$ cat src/rtl/gol_matrix_scan.sv
// LED matrix scanner for the 8x8 Game-of-Life grid. It lights one row at a time and takes a
// grid snapshot once per frame. It pulses step once every FRAMES_PER_STEP frames.
module gol_matrix_scan #(
   parameter int DWELL_CYCLES    = 1000,
   parameter int BLANK_CYCLES    = 2,
   parameter int FRAMES_PER_STEP = 30
) (
   input  logic        clk,
   input  logic        reset,
   input  logic        enable,
   input  logic [63:0] grid_in,
   output logic [7:0]  row_sel,
   output logic [7:0]  col_data,
   output logic        frame_done,
   output logic        step
);

   localparam int DW = (DWELL_CYCLES > 1) ? $clog2(DWELL_CYCLES) : 1;
   localparam int BW = (BLANK_CYCLES > 1) ? $clog2(BLANK_CYCLES) : 1;
   localparam int CW = (DW > BW) ? DW : BW;
   localparam int FW = (FRAMES_PER_STEP > 1) ? $clog2(FRAMES_PER_STEP) : 1;

   localparam logic [CW-1:0] DWELL_LAST = CW'(DWELL_CYCLES - 1);
   localparam logic [CW-1:0] BLANK_LAST = CW'(BLANK_CYCLES - 1);
   localparam logic [CW-1:0] BLANK_PREV = CW'((BLANK_CYCLES > 1) ? BLANK_CYCLES - 2 : 0);
   localparam logic [FW-1:0] FRAME_LAST = FW'(FRAMES_PER_STEP - 1);

   typedef enum logic [1:0] {IDLE, LOAD, SHOW, BLANK} state_t;

   state_t        state;
   logic [63:0]   snapshot;
   logic [2:0]    row_idx;
   logic [CW-1:0] cnt;
   logic [FW-1:0] frame_cnt;
   logic          frame_end;

   // Row r sits in bits 63-8r down to 56-8r. Column 0 is the MSB of that byte.
   function automatic logic [7:0] grid_row(input logic [63:0] g, input logic [2:0] r);
      grid_row = g[8*(7 - int'(r)) +: 8];
   endfunction

   function automatic logic [7:0] onehot(input logic [2:0] r);
      onehot    = 8'h00;
      onehot[r] = 1'b1;
   endfunction

   // Outputs are registered, so flag the cycle BEFORE the final blank cycle of row 7.
   always_comb begin
      frame_end = (row_idx == 3'd7) &&
                  (((state == SHOW)  && (cnt == DWELL_LAST) && (BLANK_CYCLES == 1)) ||
                   ((state == BLANK) && (cnt == BLANK_PREV) && (BLANK_CYCLES > 1)));
   end

   // NOTE: every register here is written with non-blocking assignments, so all decisions
   // in one cycle see the values from before the clock edge.
   always_ff @(posedge clk or posedge reset) begin
      if (reset) begin
         state      <= IDLE;
         row_sel    <= '0;
         col_data   <= '0;
         frame_done <= 1'b0;
         step       <= 1'b0;
         snapshot   <= '0;
         row_idx    <= '0;
         cnt        <= '0;
         frame_cnt  <= '0;
      end else begin
         frame_done <= frame_end;
         step       <= frame_end && (frame_cnt == FRAME_LAST);
         if (frame_end)
            frame_cnt <= (frame_cnt == FRAME_LAST) ? '0 : frame_cnt + FW'(1);

         case (state)
            IDLE: begin
               row_sel  <= '0;
               col_data <= '0;
               if (enable)
                  state <= LOAD;
            end
            LOAD: begin
               // The snapshot is loaded on this same edge, so row 0 comes straight from grid_in.
               snapshot <= grid_in;
               row_idx  <= '0;
               cnt      <= '0;
               row_sel  <= onehot(3'd0);
               col_data <= grid_row(grid_in, 3'd0);
               state    <= SHOW;
            end
            SHOW: begin
               if (cnt == DWELL_LAST) begin
                  cnt      <= '0;
                  row_sel  <= '0;
                  col_data <= '0;
                  state    <= BLANK;
               end else begin
                  cnt <= cnt + CW'(1);
               end
            end
            BLANK: begin
               if (cnt == BLANK_LAST) begin
                  cnt <= '0;
                  if (row_idx == 3'd7) begin
                     state <= enable ? LOAD : IDLE;
                  end else begin
                     row_idx  <= row_idx + 3'd1;
                     row_sel  <= onehot(row_idx + 3'd1);
                     col_data <= grid_row(snapshot, row_idx + 3'd1);
                     state    <= SHOW;
                  end
               end else begin
                  cnt <= cnt + CW'(1);
               end
            end
            default: state <= IDLE;
         endcase
      end
   end

endmodule
$ cat config.mk
export PLATFORM = sky130hd
export DESIGN_NAME = gol_matrix_scan
export DESIGN_NICKNAME = d
export VERILOG_FILES = /design/src/rtl/gol_matrix_scan.sv
export SDC_FILE = /design/constraint.sdc
export NUM_CORES = 1
export LEC_CHECK = 0
export ABC_CLOCK_PERIOD_IN_PS = 3400
export BUFFER_PORTS_ARGS = -buffer_cell sky130_fd_sc_hd__buf_2
export CORE_ASPECT_RATIO = 0.8
export CORE_MARGIN = 2
export CORE_UTILIZATION = 56
export DETAILED_ROUTE_END_ITERATION = 12
export PLACE_DENSITY = 0.8
export SETUP_SLACK_MARGIN = 0.3
export SLEW_MARGIN = 40
export SYNTH_ARGS = -nofsm -noshare
export SYNTH_HDL_FRONTEND = slang
export SYNTH_SLANG_ARGS = --single-unit
$ cat constraint.sdc
create_clock -name clk -period 3.4 [get_ports clk]
set_input_delay 0.34 -clock clk [delete_from_list [all_inputs] [get_ports clk]]
set_output_delay 0.34 -clock clk [all_outputs]
set_load 0.02 [all_outputs]
==> results_dict.tcl, run 1 <==
set metrics [dict create \
    status "finished, final reports clean" \
    num_vias 3833 \
    htree_levels 3 \
    rows 30 \
    worstPathArrival_ns 2.77 \
    wire_per_inst_um 15.7 \
    cts_tree "built" \
    drt_wl_total_um 10900 \
    route.detailed.drc 0 \
    synthTopCellsByArea "dfrtp_1 53%, nand2_1 17%, mux2i_1 3.8%" \
    end_kind "flip-flop" \
    ant_nets 0 \
    tightest_slew_ns 0.766 \
    synth_warnings 0 \
    crit_slowest_cell "ha_1" \
    cts_setup_buffers 0 \
    gp_congestion 0.903 \
    grt_pass1_wl_um 18300 \
    ys_types 48 \
    synth_common_cells "220 x nand2_1, 102 x dfrtp_1, 18 x mux2i_1" \
    syn_area_um2 4790 \
    hp-class "input pin to asynchronous set/reset pin" \
    p_leak_nw 2.88 \
    clockBufferDepth 2 \
    crit_family "adder cells" \
    grt_max_degree 65 \
    synth-seq-cells 102 \
    fin_setup_tns_ns 0 \
    viasPerCell 5.48 \
    crit_chain "ha_1 -> ha_1 -> nand2b_1 -> o22ai_1 -> o21ai_0 -> a21oi_1 -> a21o_1" \
    clock_latency_ns 0.38 \
    yosys_most_used_dff "dfrtp_1" \
    netlist_instances 511 \
    critical_path_class "flip-flop to flip-flop" \
    cts_resized 0 \
    die-area_um2 9320 \
    chipHeight_um 86.7 \
    syn_to_final_growth_pct 15.8 \
    grt_pass1_vias 3802 \
    setup_slack_ns 0.935 \
    period_share_pct 72.5 \
    clkTransAtPathRegs_ns 0.10 \
    cp.required_ns 3.71 \
    cts_sinks 102 \
    hold_viol 0 \
    fmax_ghz 0.406 \
    fin_skew_ns 0.0133 \
    place_hpwl_um 7790 \
    slowest_delay_ns 0.62 \
    cts_hold_buf 0 \
    io_buffers 84 \
    setup_viol 0 \
    drive_gt1_share_pct 21.8 \
    dpl_worst_slack_ns 1.00 \
    rsz0062_at_grt "no" \
    antenna_cells 0 \
    synth_area_per_cell_um2 9.38 \
    powerDensity_nw_per_um2 687 \
    yosysMostFrequentCell "nand2_1" \
    core_area_um2 8410 \
    yosysSeqAreaShare_pct 53.3 \
    cp-start-kind "flip-flop" \
    chipWidth_um 107 \
    fin_crit_ns 2.46 \
    async_reset_ff_share_pct 100 \
    synth_top_area_share_pct 53.3 \
    cpMostUsedCell "ha_1" \
    drv_slew 0 \
    grt_use_total_pct 25.5 \
    antenna_found_initial 0 \
    maxCapViolCount 0 \
    synth.net_count 585 \
    root_buffer "clkbuf_8" \
    drtIter0Drc 233 \
    grt_overflow 0 \
    cp_num_buf_inv 0 \
    peakVddDrop_uv 362 \
    cp_max_fo 15 \
    slew_headroom_pct 48.9 \
    fin_nets 658 \
    start_util_pct 57.0 \
    synth_top_area_cell "dfrtp_1" \
    first_pass_iters 4 \
    num-fill-cells 713 \
    io_pins 85 \
    synth_edf_count 0 \
    cts_buffers 9 \
]
-- state kept, by name (all words and copies together), names as in the netlist --
name / count
cnt: 10
col_data: 8
frame_cnt: 5
frame_done: 1
row_idx: 3
row_sel: 8
snapshot: 64
state: 2
step: 1
-- worst reg2reg max path: stages, from the launching register on --
cell and delay (ns):
dfrtp_1 0.39, ha_1 0.20, ha_1 0.62, nand2b_1 0.36, o22ai_1 0.40, o21ai_0 0.16, a21oi_1 0.17, a21o_1 0.10
-- routing by layer --
layer / routed length (um) / global-route usage [%]
met4: 124 / 7.46
met2: 5070 / 40.2
met3: 738 / 5.64
met1: 5010 / 36.0
met5: 0 / 0
-- layout make-up --
class	count	area (um2)	area share, %
sequential	102	2550	46.0
multi-input combinational	374	2110	38.0
timing repair buffer	89	458	8.25
tap	112	140	2.52
clock buffer	10	138	2.48
clock inverter	4	120	2.16
inverter	8	32.5	0.586
-- placed cells by master, fill, tap and decap left out, types with 5 or more instances in the layout --
master    netlist  final
mux4_2          8      8
nand2_1       220    219
a21oi_1        13     13
mux2i_1        18     18
nor3_1          6      6
dfrtp_1       102    102
buf_4           0      5
o22ai_1         7      7
o31ai_1         5      5
inv_1           7      6
a21o_1          5      5
o21ai_0        17     17
clkbuf_8        0     10
a31oi_1         5      5
and3_1          5      5
buf_2           4     84
ha_1            7      7
nor2_1         12     12
-- worst paths after layout --
check                              from            to  slack, ns  cells after the start
max reg2reg                  row_idx[0]   col_data[2]       0.94                      7
max                          row_idx[0]   col_data[2]       0.94                      7
max in group asynchronous         reset  snapshot[19]       2.56                      3
min in group clk            grid_in[54]  snapshot[54]       0.15                      3
min                               reset   snapshot[1]       0.02                      2
min reg2reg                snapshot[24]  snapshot[24]       0.48                      2
-- cells by family (layout without fill, tap and decap cells) --
kind of cell	count (synthesis)	count (layout)	share of synthesized area, %
AOI/OAI and AO/OA	71	71	10.4
xor gates and xnor gates	2	2	0.366
adders and majority gates	7	7	1.83
buffers and inverters	35	111	3.16
DFF	102	102	53.3
muxes	28	28	7.99
and+or+nand+nor	266	266	23.0
-- power by group --
part           internal (mW)  switching (mW)  leakage (nW)
logic                  0.492           0.633          1.49
registers               1.49           0.216          1.26
clock network          0.575           0.401         0.128
-- per-stage QoR --
stage / area [um2] / cells / power (mW) / hold WS (ns) / util (%)
2_1_floorplan: 4790 / 511 / 2.53 / 0.440 / -
3_3_place_gp: 5280 / 685 / 2.78 / 0.437 / 62.8
3_5_place_dp: 5290 / 685 / 2.84 / 0.449 / 63.0
4_1_cts: 5550 / 699 / 3.82 / 0.0325 / 66.0
5_1_grt: 5550 / 699 / 4.02 / 0.0675 / 66.0
6_report: 5550 / 699 / 3.81 / 0.0218 / 66.0
No activity file was read; power rests on OpenSTA's default activity.
==> run 2, diff against run 1 <==
--- a/config.mk
+++ b/config.mk
@@ -5,13 +5,13 @@
 export SDC_FILE = /design/constraint.sdc
 export NUM_CORES = 1
 export LEC_CHECK = 0
-export ABC_CLOCK_PERIOD_IN_PS = 3400
+export ABC_CLOCK_PERIOD_IN_PS = 2100
 export BUFFER_PORTS_ARGS = -buffer_cell sky130_fd_sc_hd__buf_2
 export CORE_ASPECT_RATIO = 0.8
 export CORE_MARGIN = 2
-export CORE_UTILIZATION = 56
+export CORE_UTILIZATION = 50
 export DETAILED_ROUTE_END_ITERATION = 12
-export PLACE_DENSITY = 0.8
+export PLACE_DENSITY = 0.75
 export SETUP_SLACK_MARGIN = 0.3
 export SLEW_MARGIN = 40
 export SYNTH_ARGS = -nofsm -noshare
==> constraint.sdc (replaced) <==
create_clock -name clk -period 2.1 [get_ports clk]
set_input_delay 0.21 -clock clk [delete_from_list [all_inputs] [get_ports clk]]
set_output_delay 0.21 -clock clk [all_outputs]
set_load 0.02 [all_outputs]
==> results_dict.tcl, run 2 (same netlist as run 1, synthesis figures left out) <==
set metrics [dict create \
    syn_to_final_growth_pct 31.1 \
    violations "negative hold slack" \
    clkTransAtPathRegs_ns 0.07 \
    swShare_pct 32.3 \
    multiInputGateArea_um2 2310 \
    num-fill-cells 684 \
    wire_per_inst_um 16.3 \
    critical_path_class "flip-flop to flip-flop" \
    regMostFlops "snapshot" \
    r2r-start "cnt[3]" \
    antenna_found_initial 0 \
    die-area_um2 10400 \
    hp-class "input pin to asynchronous set/reset pin" \
    grt_max_degree 103 \
    root_buffer "clkbuf_16" \
    drive_gt1_share_pct 31.4 \
    powerDensity_nw_per_um2 1150 \
    io_buffers 84 \
    core_area_um2 9190 \
    htree_levels 3 \
    io_pins 85 \
    crit_slowest_cell "or4_4" \
    worstPathArrival_ns 2.29 \
    viasPerCell 5.44 \
    drv_slew 0 \
    slowest_delay_ns 0.57 \
    clkPwrFrac_pct 26.5 \
    dpl_worst_slack_ns -0.00370 \
    maxCapViolCount 0 \
    intPower_mw 4.87 \
    grt_pass1_vias 4029 \
    cp-start-kind "flip-flop" \
    grt_use_total_pct 24.2 \
    grt_pass1_wl_um 19600 \
    hold_viol 3 \
    setup_viol 0 \
    status "finished with violations" \
    cts_sinks 102 \
    holdWs_ns -0.00145 \
    pwr-share-comb_pct 34.9 \
    period_share_pct 96.8 \
    fin_nets 697 \
    rows 31 \
    p_seq_share_pct 38.6 \
    clockBufferDepth 2 \
    switchingPower_mw 2.33 \
    startpoint "cnt[3]" \
    crit_chain "or4_4 -> nor4_4 -> o21ai_4 -> buf_12 -> buf_16 -> o31ai_2" \
    chipHeight_um 91.6 \
    route.detailed.drc 0 \
    gp_congestion 0.875 \
    antenna_cells 0 \
    fin_crit_ns 2.03 \
    slew_headroom_pct 64.1 \
    chipWidth_um 113 \
    regArea_um2 2560 \
    end_kind "flip-flop" \
    cts_tree "built" \
    place_hpwl_um 7920 \
    fin_skew_ns 0.00870 \
    cp.required_ns 2.35 \
    grt_overflow 0 \
    peakVddDrop_uv 619 \
    cts_buffers 9 \
    clock_latency_ns 0.35 \
    tightest_slew_ns 0.539 \
    r2r_cells 6 \
    start_util_pct 52.1 \
    p_leak_nw 3.17 \
    drt_wl_total_um 12100 \
    num_vias 4043 \
    biggestRegsByFlops "snapshot (64), cnt (10)" \
    ant_nets 0 \
    first_pass_iters 5 \
    layout_commonest_cell "nand2_1" \
    rsz0062_at_grt "yes" \
    finalPower_mw 7.20 \
    cts_hold_buf 0 \
    cp_max_fo 6 \
    final_cell_mix "213 x nand2_1, 98 x dfrtp_1, 84 x buf_2" \
    drtIter0Drc 287 \
    setup_slack_ns 0.0664 \
    largest_register_ffs 64 \
    fmax_ghz 0.492 \
]
-- run 2: cell count changes in the layout (fill, tap and decap cells not counted), sizes merged --
| cell | before | now |
|---|---|---|
| clkbuf | 10 | 11 |
| nand2 | 221 | 222 |
| bufinv | 4 | 3 |
| clkinv | 1 | 0 |
| buf | 89 | 127 |
| clkinvlp | 0 | 3 |
-- run 2: routing by layer --
layer | global-route usage [%] | vias up | part of all wire [%] | wire length, um
li1 | - | 1940 | - | -
met1 | 33.1 | 1968 | 45 | 5480
met2 | 39.4 | 123 | 48 | 5800
met3 | 6.07 | 12 | 5.6 | 676
met4 | 5.28 | 0 | 0.99 | 119
met5 | 0 | - | 0 | 0
-- run 2: per-stage QoR --
stage / instance area, um2 / std cells / hold slack, ns / TNS [ns] / util, %
final: 6280 / 743 / -0.00145 / 0 / 68.4
after global routing: 6280 / 743 / 0.0442 / 0 / 68.4
after CTS: 6120 / 735 / 0.0389 / 0 / 66.6
after detailed placement: 5470 / 703 / 0.402 / -0.00370 / 59.5
after global placement: 5470 / 703 / 0.401 / 0 / 59.5
after floorplan: 4880 / 511 / 0.315 / 0 / -
-- run 2: layout make-up --
class	count	share of cell area [%]
Sequential cell	102	40.7
Multi-Input combinational cell	375	36.8
Timing Repair Buffer	127	14.3
Clock buffer	11	3.70
Tap cell	115	2.29
Clock inverter	5	1.69
Inverter	8	0.597
-- run 2: final timing paths --
check	endpoint	slack (ns)
min in group clk	snapshot[2]	0.05
worst max register to register	row_sel[2]	0.07
worst min register to register	snapshot[8]	0.48
worst max-delay path	row_sel[2]	0.07
worst min-delay path	row_sel[3]	-0.001
max in group asynchronous	cnt[4]	1.65
-- run 2: worst max-delay path, delay by kind of cell, from the launching register on --
kind / cells / cell delay (ns)
buf+inv: 2 / 0.31
flops: 1 / 0.45
compound gates: 2 / 0.36
simple gates: 2 / 0.81
-- run 2: timing repair --
action / in CTS / in global routing
setup buffers: 13 / 7
pin swaps: 12 / 10
setup endpoints to repair: 31 / 39
endpoints found under the hold margin: 0 / 0
gates cloned: 3 / 1
resized for setup: 28 / 27
-- run 2: power groups by stage --
| stage | Clock [mW] | Sequential, mW | Combinational [mW] |
|---|---|---|---|
| 2_1_floorplan | 0 | 2.75 | 1.47 |
| 3_3_place_gp | 0 | 2.74 | 1.93 |
| 3_5_place_dp | 0 | 2.76 | 2.00 |
| 4_1_cts | 1.92 | 2.75 | 2.35 |
| 5_1_grt | 2.01 | 2.82 | 2.72 |
| 6_report | 1.91 | 2.78 | 2.51 |
